--- config.mk ---
export PLATFORM = sky130hd
export DESIGN_NAME = week6_ex1_lut_sweep_engine
export DESIGN_NICKNAME = d
export VERILOG_FILES = /design/src/rtl/week6_lut_pkg.sv /design/src/rtl/week6_misr.sv /design/src/rtl/week6_ex1_lut_sweep_engine.sv
export SDC_FILE = /design/constraint.sdc
export NUM_CORES = 1
export LEC_CHECK = 0
export ABC_CLOCK_PERIOD_IN_PS = 3800
export BUFFER_PORTS_ARGS = -buffer_cell sky130_fd_sc_hd__clkbuf_2
export CAP_MARGIN = 20
export CORE_MARGIN = 2
export CORE_UTILIZATION = 44
export CTS_CLUSTER_DIAMETER = 150
export CTS_CLUSTER_SIZE = 28
export DETAILED_ROUTE_END_ITERATION = 10
export PLACE_DENSITY_LB_ADDON = 0.25
export SYNTH_ARGS = -nofsm -noshare
export SYNTH_HDL_FRONTEND = slang
export SYNTH_SLANG_ARGS = --single-unit
--- constraint.sdc ---
create_clock -name clk -period 3.8 [get_ports clk]
set_input_delay 0.19 -clock clk [delete_from_list [all_inputs] [get_ports clk]]
set_output_delay 0.19 -clock clk [all_outputs]
set_load 0.01 [all_outputs]
--- src/rtl/week6_lut_pkg.sv ---
// Shared types and helpers for the LUT sweep engine: FSM state encoding, default MISR polynomial, MISR step function.
package week6_lut_pkg;

  typedef logic [1:0] state_t;

  localparam state_t ST_IDLE  = 2'd0;
  localparam state_t ST_SWEEP = 2'd1;
  localparam state_t ST_DONE  = 2'd2;

  localparam logic [15:0] DEFAULT_POLY = 16'h1021;
  localparam int unsigned MISR_MAX_W   = 32;

  // One MISR step on a zero-padded value of width w (w <= MISR_MAX_W); upper bits come back cleared.
  function automatic logic [MISR_MAX_W-1:0] misr_next(
    input logic [MISR_MAX_W-1:0] sig,
    input logic [MISR_MAX_W-1:0] poly,
    input int unsigned           w,
    input logic                  bit_in
  );
    logic [MISR_MAX_W-1:0] msb_vec;
    logic [MISR_MAX_W-1:0] mask;
    logic [MISR_MAX_W-1:0] nxt;
    msb_vec = sig >> (w - 1);
    mask    = (w >= MISR_MAX_W) ? '1 : ((MISR_MAX_W'(1) << w) - MISR_MAX_W'(1));
    nxt     = (sig << 1) ^ (msb_vec[0] ? poly : '0) ^ MISR_MAX_W'(bit_in);
    return nxt & mask;
  endfunction

endpackage

--- src/rtl/week6_misr.sv ---
// Serial-input MISR: clear loads zero, enable shifts one bit into the signature.
module week6_misr
  import week6_lut_pkg::*;
#(
  parameter int unsigned       SIG_W = 16,
  parameter logic [SIG_W-1:0]  POLY  = SIG_W'(DEFAULT_POLY)
) (
  input  logic             clk,
  input  logic             rst_n,
  input  logic             clear,
  input  logic             en,
  input  logic             bit_in,
  output logic [SIG_W-1:0] sig
);

  always_ff @(posedge clk or negedge rst_n) begin
    if (!rst_n) begin
      sig <= '0;
    end else if (clear) begin
      sig <= '0;
    end else if (en) begin
      sig <= SIG_W'(misr_next(MISR_MAX_W'(sig), MISR_MAX_W'(POLY), SIG_W, bit_in));
    end
  end

endmodule

--- src/rtl/week6_ex1_lut_sweep_engine.sv ---
// Programmable N_IN-input LUT with registered live output and an exhaustive sweep engine (minterm count + MISR).
// Optional macro LUT_SWEEP_COMPARE_EN adds exp_sig/pass signature comparison.
module week6_ex1_lut_sweep_engine
  import week6_lut_pkg::*;
#(
  parameter int unsigned      N_IN  = 7,
  parameter int unsigned      SIG_W = 16,
  parameter logic [SIG_W-1:0] POLY  = SIG_W'(DEFAULT_POLY)
) (
  input  logic              clk,
  input  logic              rst_n,
  input  logic              cfg_we,
  input  logic [N_IN-1:0]   cfg_addr,
  input  logic              cfg_data,
  input  logic [N_IN-1:0]   X,
  output logic              Y,
  input  logic              start,
  output logic              busy,
  output logic              done,
  output logic [N_IN:0]     ones_count,
  output logic [SIG_W-1:0]  signature
`ifdef LUT_SWEEP_COMPARE_EN
  ,
  input  logic [SIG_W-1:0]  exp_sig,
  output logic              pass
`endif
);

  localparam int unsigned DEPTH = 1 << N_IN;

  state_t            state;
  state_t            state_nx;
  logic [DEPTH-1:0]  lut;
  logic [N_IN-1:0]   idx;
  logic              last_idx;
  logic              sweep_start;
  logic              sweeping;
  logic              lut_bit;

  assign last_idx    = (idx == N_IN'(DEPTH - 1));
  assign sweep_start = (state == ST_IDLE) && start;
  assign sweeping    = (state == ST_SWEEP);
  assign lut_bit     = lut[idx];

  always_ff @(posedge clk or negedge rst_n) begin
    if (!rst_n) state <= ST_IDLE;
    else        state <= state_nx;
  end

  always_comb begin
    state_nx = state;
    case (state)
      ST_IDLE:  if (start)    state_nx = ST_SWEEP;
      ST_SWEEP: if (last_idx) state_nx = ST_DONE;
      ST_DONE:                state_nx = ST_IDLE;
      default:                state_nx = ST_IDLE;
    endcase
  end

  // Table is frozen while sweeping so the signature reflects one consistent table.
  always_ff @(posedge clk or negedge rst_n) begin
    if (!rst_n) begin
      lut <= '0;
    end else if (cfg_we && !sweeping) begin
      lut[cfg_addr] <= cfg_data;
    end
  end

  always_ff @(posedge clk or negedge rst_n) begin
    if (!rst_n) Y <= 1'b0;
    else        Y <= lut[X];
  end

  always_ff @(posedge clk or negedge rst_n) begin
    if (!rst_n) begin
      idx        <= '0;
      ones_count <= '0;
    end else if (sweep_start) begin
      idx        <= '0;
      ones_count <= '0;
    end else if (sweeping) begin
      idx        <= last_idx ? '0 : idx + N_IN'(1);
      ones_count <= ones_count + (N_IN + 1)'(lut_bit);
    end
  end

  // Status trails the state by one edge, giving busy for exactly DEPTH cycles then the done pulse.
  always_ff @(posedge clk or negedge rst_n) begin
    if (!rst_n) begin
      busy <= 1'b0;
      done <= 1'b0;
    end else begin
      busy <= (state == ST_SWEEP);
      done <= (state == ST_DONE);
    end
  end

  week6_misr #(
    .SIG_W (SIG_W),
    .POLY  (POLY)
  ) u_misr (
    .clk    (clk),
    .rst_n  (rst_n),
    .clear  (sweep_start),
    .en     (sweeping),
    .bit_in (lut_bit),
    .sig    (signature)
  );

`ifdef LUT_SWEEP_COMPARE_EN
  always_ff @(posedge clk or negedge rst_n) begin
    if (!rst_n) begin
      pass <= 1'b0;
    end else if (state == ST_DONE) begin
      pass <= (signature == exp_sig);
    end
  end
`endif

endmodule

==> flow_summary.json <==
{
  "dr_total_vias": 6514,
  "grt_usage_pct": 23.1,
  "synth-simple-area-share_pct": 12.1,
  "nets": 813,
  "drc_errors": 0,
  "rows": 52,
  "cts_tree": "yes",
  "clk_latency_ps": 440,
  "gp_congestion": 0.844,
  "p_int_uw": 3310,
  "hp-class": "in -> reg",
  "worstRegToRegCells": 11,
  "overflow": 0,
  "yosysSeqAreaShare_pct": 45.4,
  "drtIter0Drc": 526,
  "cap_viol_max_count": 0,
  "grt_pass1_vias": 6549,
  "synthArstFlopShare_pct": 100,
  "dp.cells": 1040,
  "num_antenna_cells": 0,
  "clockBufferDepth": 2,
  "synth_fa_ha_area_share_pct": 0.415,
  "synth.area.top_cells": "dfrtp_1, mux2_2, mux4_2",
  "crit_start": "idx[1]$_DFFE_PN0P_",
  "tightest_slew_ps": 1140,
  "muxShareOfSynthArea_pct": 34.5,
  "dpl_worst_slack_ps": 391,
  "die_x_um": 147,
  "skew_ps": 10.3,
  "synth-main-ff-cell": "dfrtp_1",
  "ys_warn_count": 0,
  "max-vdd-ir-drop_mv": 0.331,
  "drt_wl_total_um": 23900,
  "cts_buffers": 17,
  "combPwrFrac_pct": 21.5,
  "ios": 46,
  "endpoint": "ones_count[6]$_DFFE_PN0P_",
  "crit_fanout": 30,
  "synth_edf_count": 0,
  "finalNonFillerCells": 1074,
  "cts_root_buf": "clkbuf_16",
  "rr_startpoint": "idx[1]$_DFFE_PN0P_",
  "reg2reg_to": "ones_count[6]$_DFFE_PN0P_",
  "synth_top_area_cell": "dfrtp_1",
  "grt_util_met1_pct": 32.6,
  "synth-compound-area-share_pct": 4.37,
  "dr.pass1.iters": 5,
  "grt_max_degree": 106,
  "slew_headroom_pct": 23.4,
  "synth_area_per_cell_sq_um": 11.9,
  "critical_path_required_ps": 4100,
  "netSwitchingPower_uw": 1580,
  "core-area_sq_um": 20200,
  "layout-drive-gt1-share_pct": 37.2,
  "min_period_over_period_pct": 90.3,
  "syn_nets": 781,
  "io_buffer_count": 45,
  "syn_to_final_growth_pct": 11.9,
  "setup_viol": 0,
  "wl_per_cell_um": 22.3,
  "hold_depth": 2,
  "startpoint_type": "register",
  "htree_num_levels": 4,
  "finalPower_uw": 4900,
  "p_leak_uw": 0.00445,
  "grt_use_met2_pct": 36.7,
  "seq_power_share_pct": 44.8,
  "start_util_pct": 44.8,
  "grt-busiest-layer": "met2",
  "status": "completed",
  "cp-end-kind": "register",
  "setup_ws_ps": 369,
  "fin_tns_setup_ps": 0,
  "clkPwrFrac_pct": 33.8,
  "syn_inst": 759,
  "grtUsageMet3_pct": 3.57,
  "r2r_slack_ps": 370,
  "clk_pin_slew_ps": 70,
  "vias_per_cell": 6.07,
  "grt_pass1_wl_um": 38000,
  "sw_frac_of_total_pct": 32.3,
  "die_h_um": 147,
  "clock.fmax_mhz": 291,
  "drv_slew": 0,
  "grt_setup_unrepaired": "no",
  "synth_top_family_by_area": "multiplexers",
  "dieArea_sq_um": 21700,
  "syn_area_sq_um": 9040,
  "dp_hpwl_um": 15700,
  "synth_top_cell_area_share_pct": 45.4,
  "synthDistinctLibCells": 46,
  "timing.hold.ws_ps": 17.8,
  "ant_nets": 0,
  "hold_viol": 0,
  "ys_seq_elements": 164,
  "grt_antenna_before_repair": 0,
  "cp.arrival_ps": 3740,
  "synth_xor_area_share_pct": 0.388,
  "finalCriticalPeriod_ps": 3430,
  "criticalPathCategory": "reg -> reg",
  "pwr_density_cell_nw_per_um2": 484,
  "cts_sinks": 164
}
[cell families after synthesis]
group	after synthesis
AO/OA/AOI/OAI	60
XOR/XNOR	4
adder cells (fa/ha/maj)	3
buffers and inverters	56
flip-flops	164
multiplexers	215
AND/OR/NAND/NOR	257
[power by group through the flow]
stage	clock network, uW	registers (uW)	logic [uW]
2_1_floorplan	0	2100	784
3_3_place_gp	0	2210	1030
3_5_place_dp	0	2230	1050
4_1_cts	1680	2190	1060
5_1_grt	1770	2230	1150
6_report	1650	2190	1050
[Yosys cell counts (4+ instances only)]
cell type and number:
buf_4 6, o21ai_0 28, nand2_1 164, mux4_2 64, o221ai_1 4, nor3_1 6, nor2b_1 4, nand3_1 10
nand3b_1 5, nand2b_1 5, mux2_2 135, buf_1 6, and2_1 4, nor2_1 42, a221oi_1 5, dfrtp_1 164
buf_2 6, a22oi_1 4, o31ai_1 4, mux2i_1 16, clkbuf_1 34
[layer usage]
layer	vias to the layer above	share of wire, %	wire length (um)
met5	-	0	0
met4	0	2.6	630
met3	48	5.2	1240
met2	243	49	11700
met1	3394	43	10400
li1	2829	-	-
[sequential cells by signal, indices dropped and copies added, names as in the netlist]
name	flops
lut	128
idx	7
busy	1
ones_count	8
Y	1
u_misr.sig	16
done	1
state	2
[layout by cell type (no fill, tap or decap), drive strengths merged, types with 2 or more instances in the layout]
cell,n
a211o,3
a21oi,2
a221oi,5
a22o,3
a22oi,4
a31oi,2
and2,5
and3,2
and4,2
buf,21
clkbuf,64
clkinv,5
clkinvlp,6
dfrtp,164
ha,3
inv,3
mux2,135
mux2i,16
mux4,64
nand2,164
nand2b,5
nand3,10
nand3b,5
nand4,2
nor2,42
nor2b,4
nor3,6
o21ai,28
o221ai,4
o31ai,4
or3,3
or3b,3
xnor2,3
[worst min path at each step]
stage	start	slack, ps	endpoint
2_1_floorplan	rst_n	-110	Y$_DFF_PN0_
3_3_place_gp	rst_n	320	lut[81]$_DFFE_PN0P_
3_5_place_dp	rst_n	340	lut[81]$_DFFE_PN0P_
4_1_cts	X[5]	4	Y$_DFF_PN0_
5_1_grt	X[5]	20	Y$_DFF_PN0_
6_report	X[5]	20	Y$_DFF_PN0_
[worst max-delay path, cell delays in order (launching register included)]
cell and delay, ps:
dfrtp_2 700, buf_4 340, and2_1 190, a221oi_1 390
a21oi_1 130, a2111o_1 470, nand3_1 130, ha_1 190
ha_1 190, nand4_1 180, o211ai_1 270, o31ai_1 110
[through the flow]
step / cell area [sq um] / util [%]
floorplan: 9040 / -
global placement: 9540 / 47.3
detailed placement: 9540 / 47.3
CTS: 10100 / 50.1
global route: 10100 / 50.1
finish: 10100 / 50.1
[what timing repair did]
| item | CTS | global route |
|---|---|---|
| hold endpoints to repair | 93 | 0 |
| hold buffers | 1 | 0 |
| buffers inserted | 0 | 0 |
| resized for setup | 0 | 0 |
| setup endpoints to repair | 0 | 0 |
[cell type report]
class                      count  area [sq um]
multi-input combinational    539          4690
inverter                       3          11.3
clock buffer                  20           447
sequential                   164          4110
tap                          270           338
fill                        1811         10100
timing repair buffer          66           414
clock inverter                12           108
No activity file was read; power rests on OpenSTA's default activity.
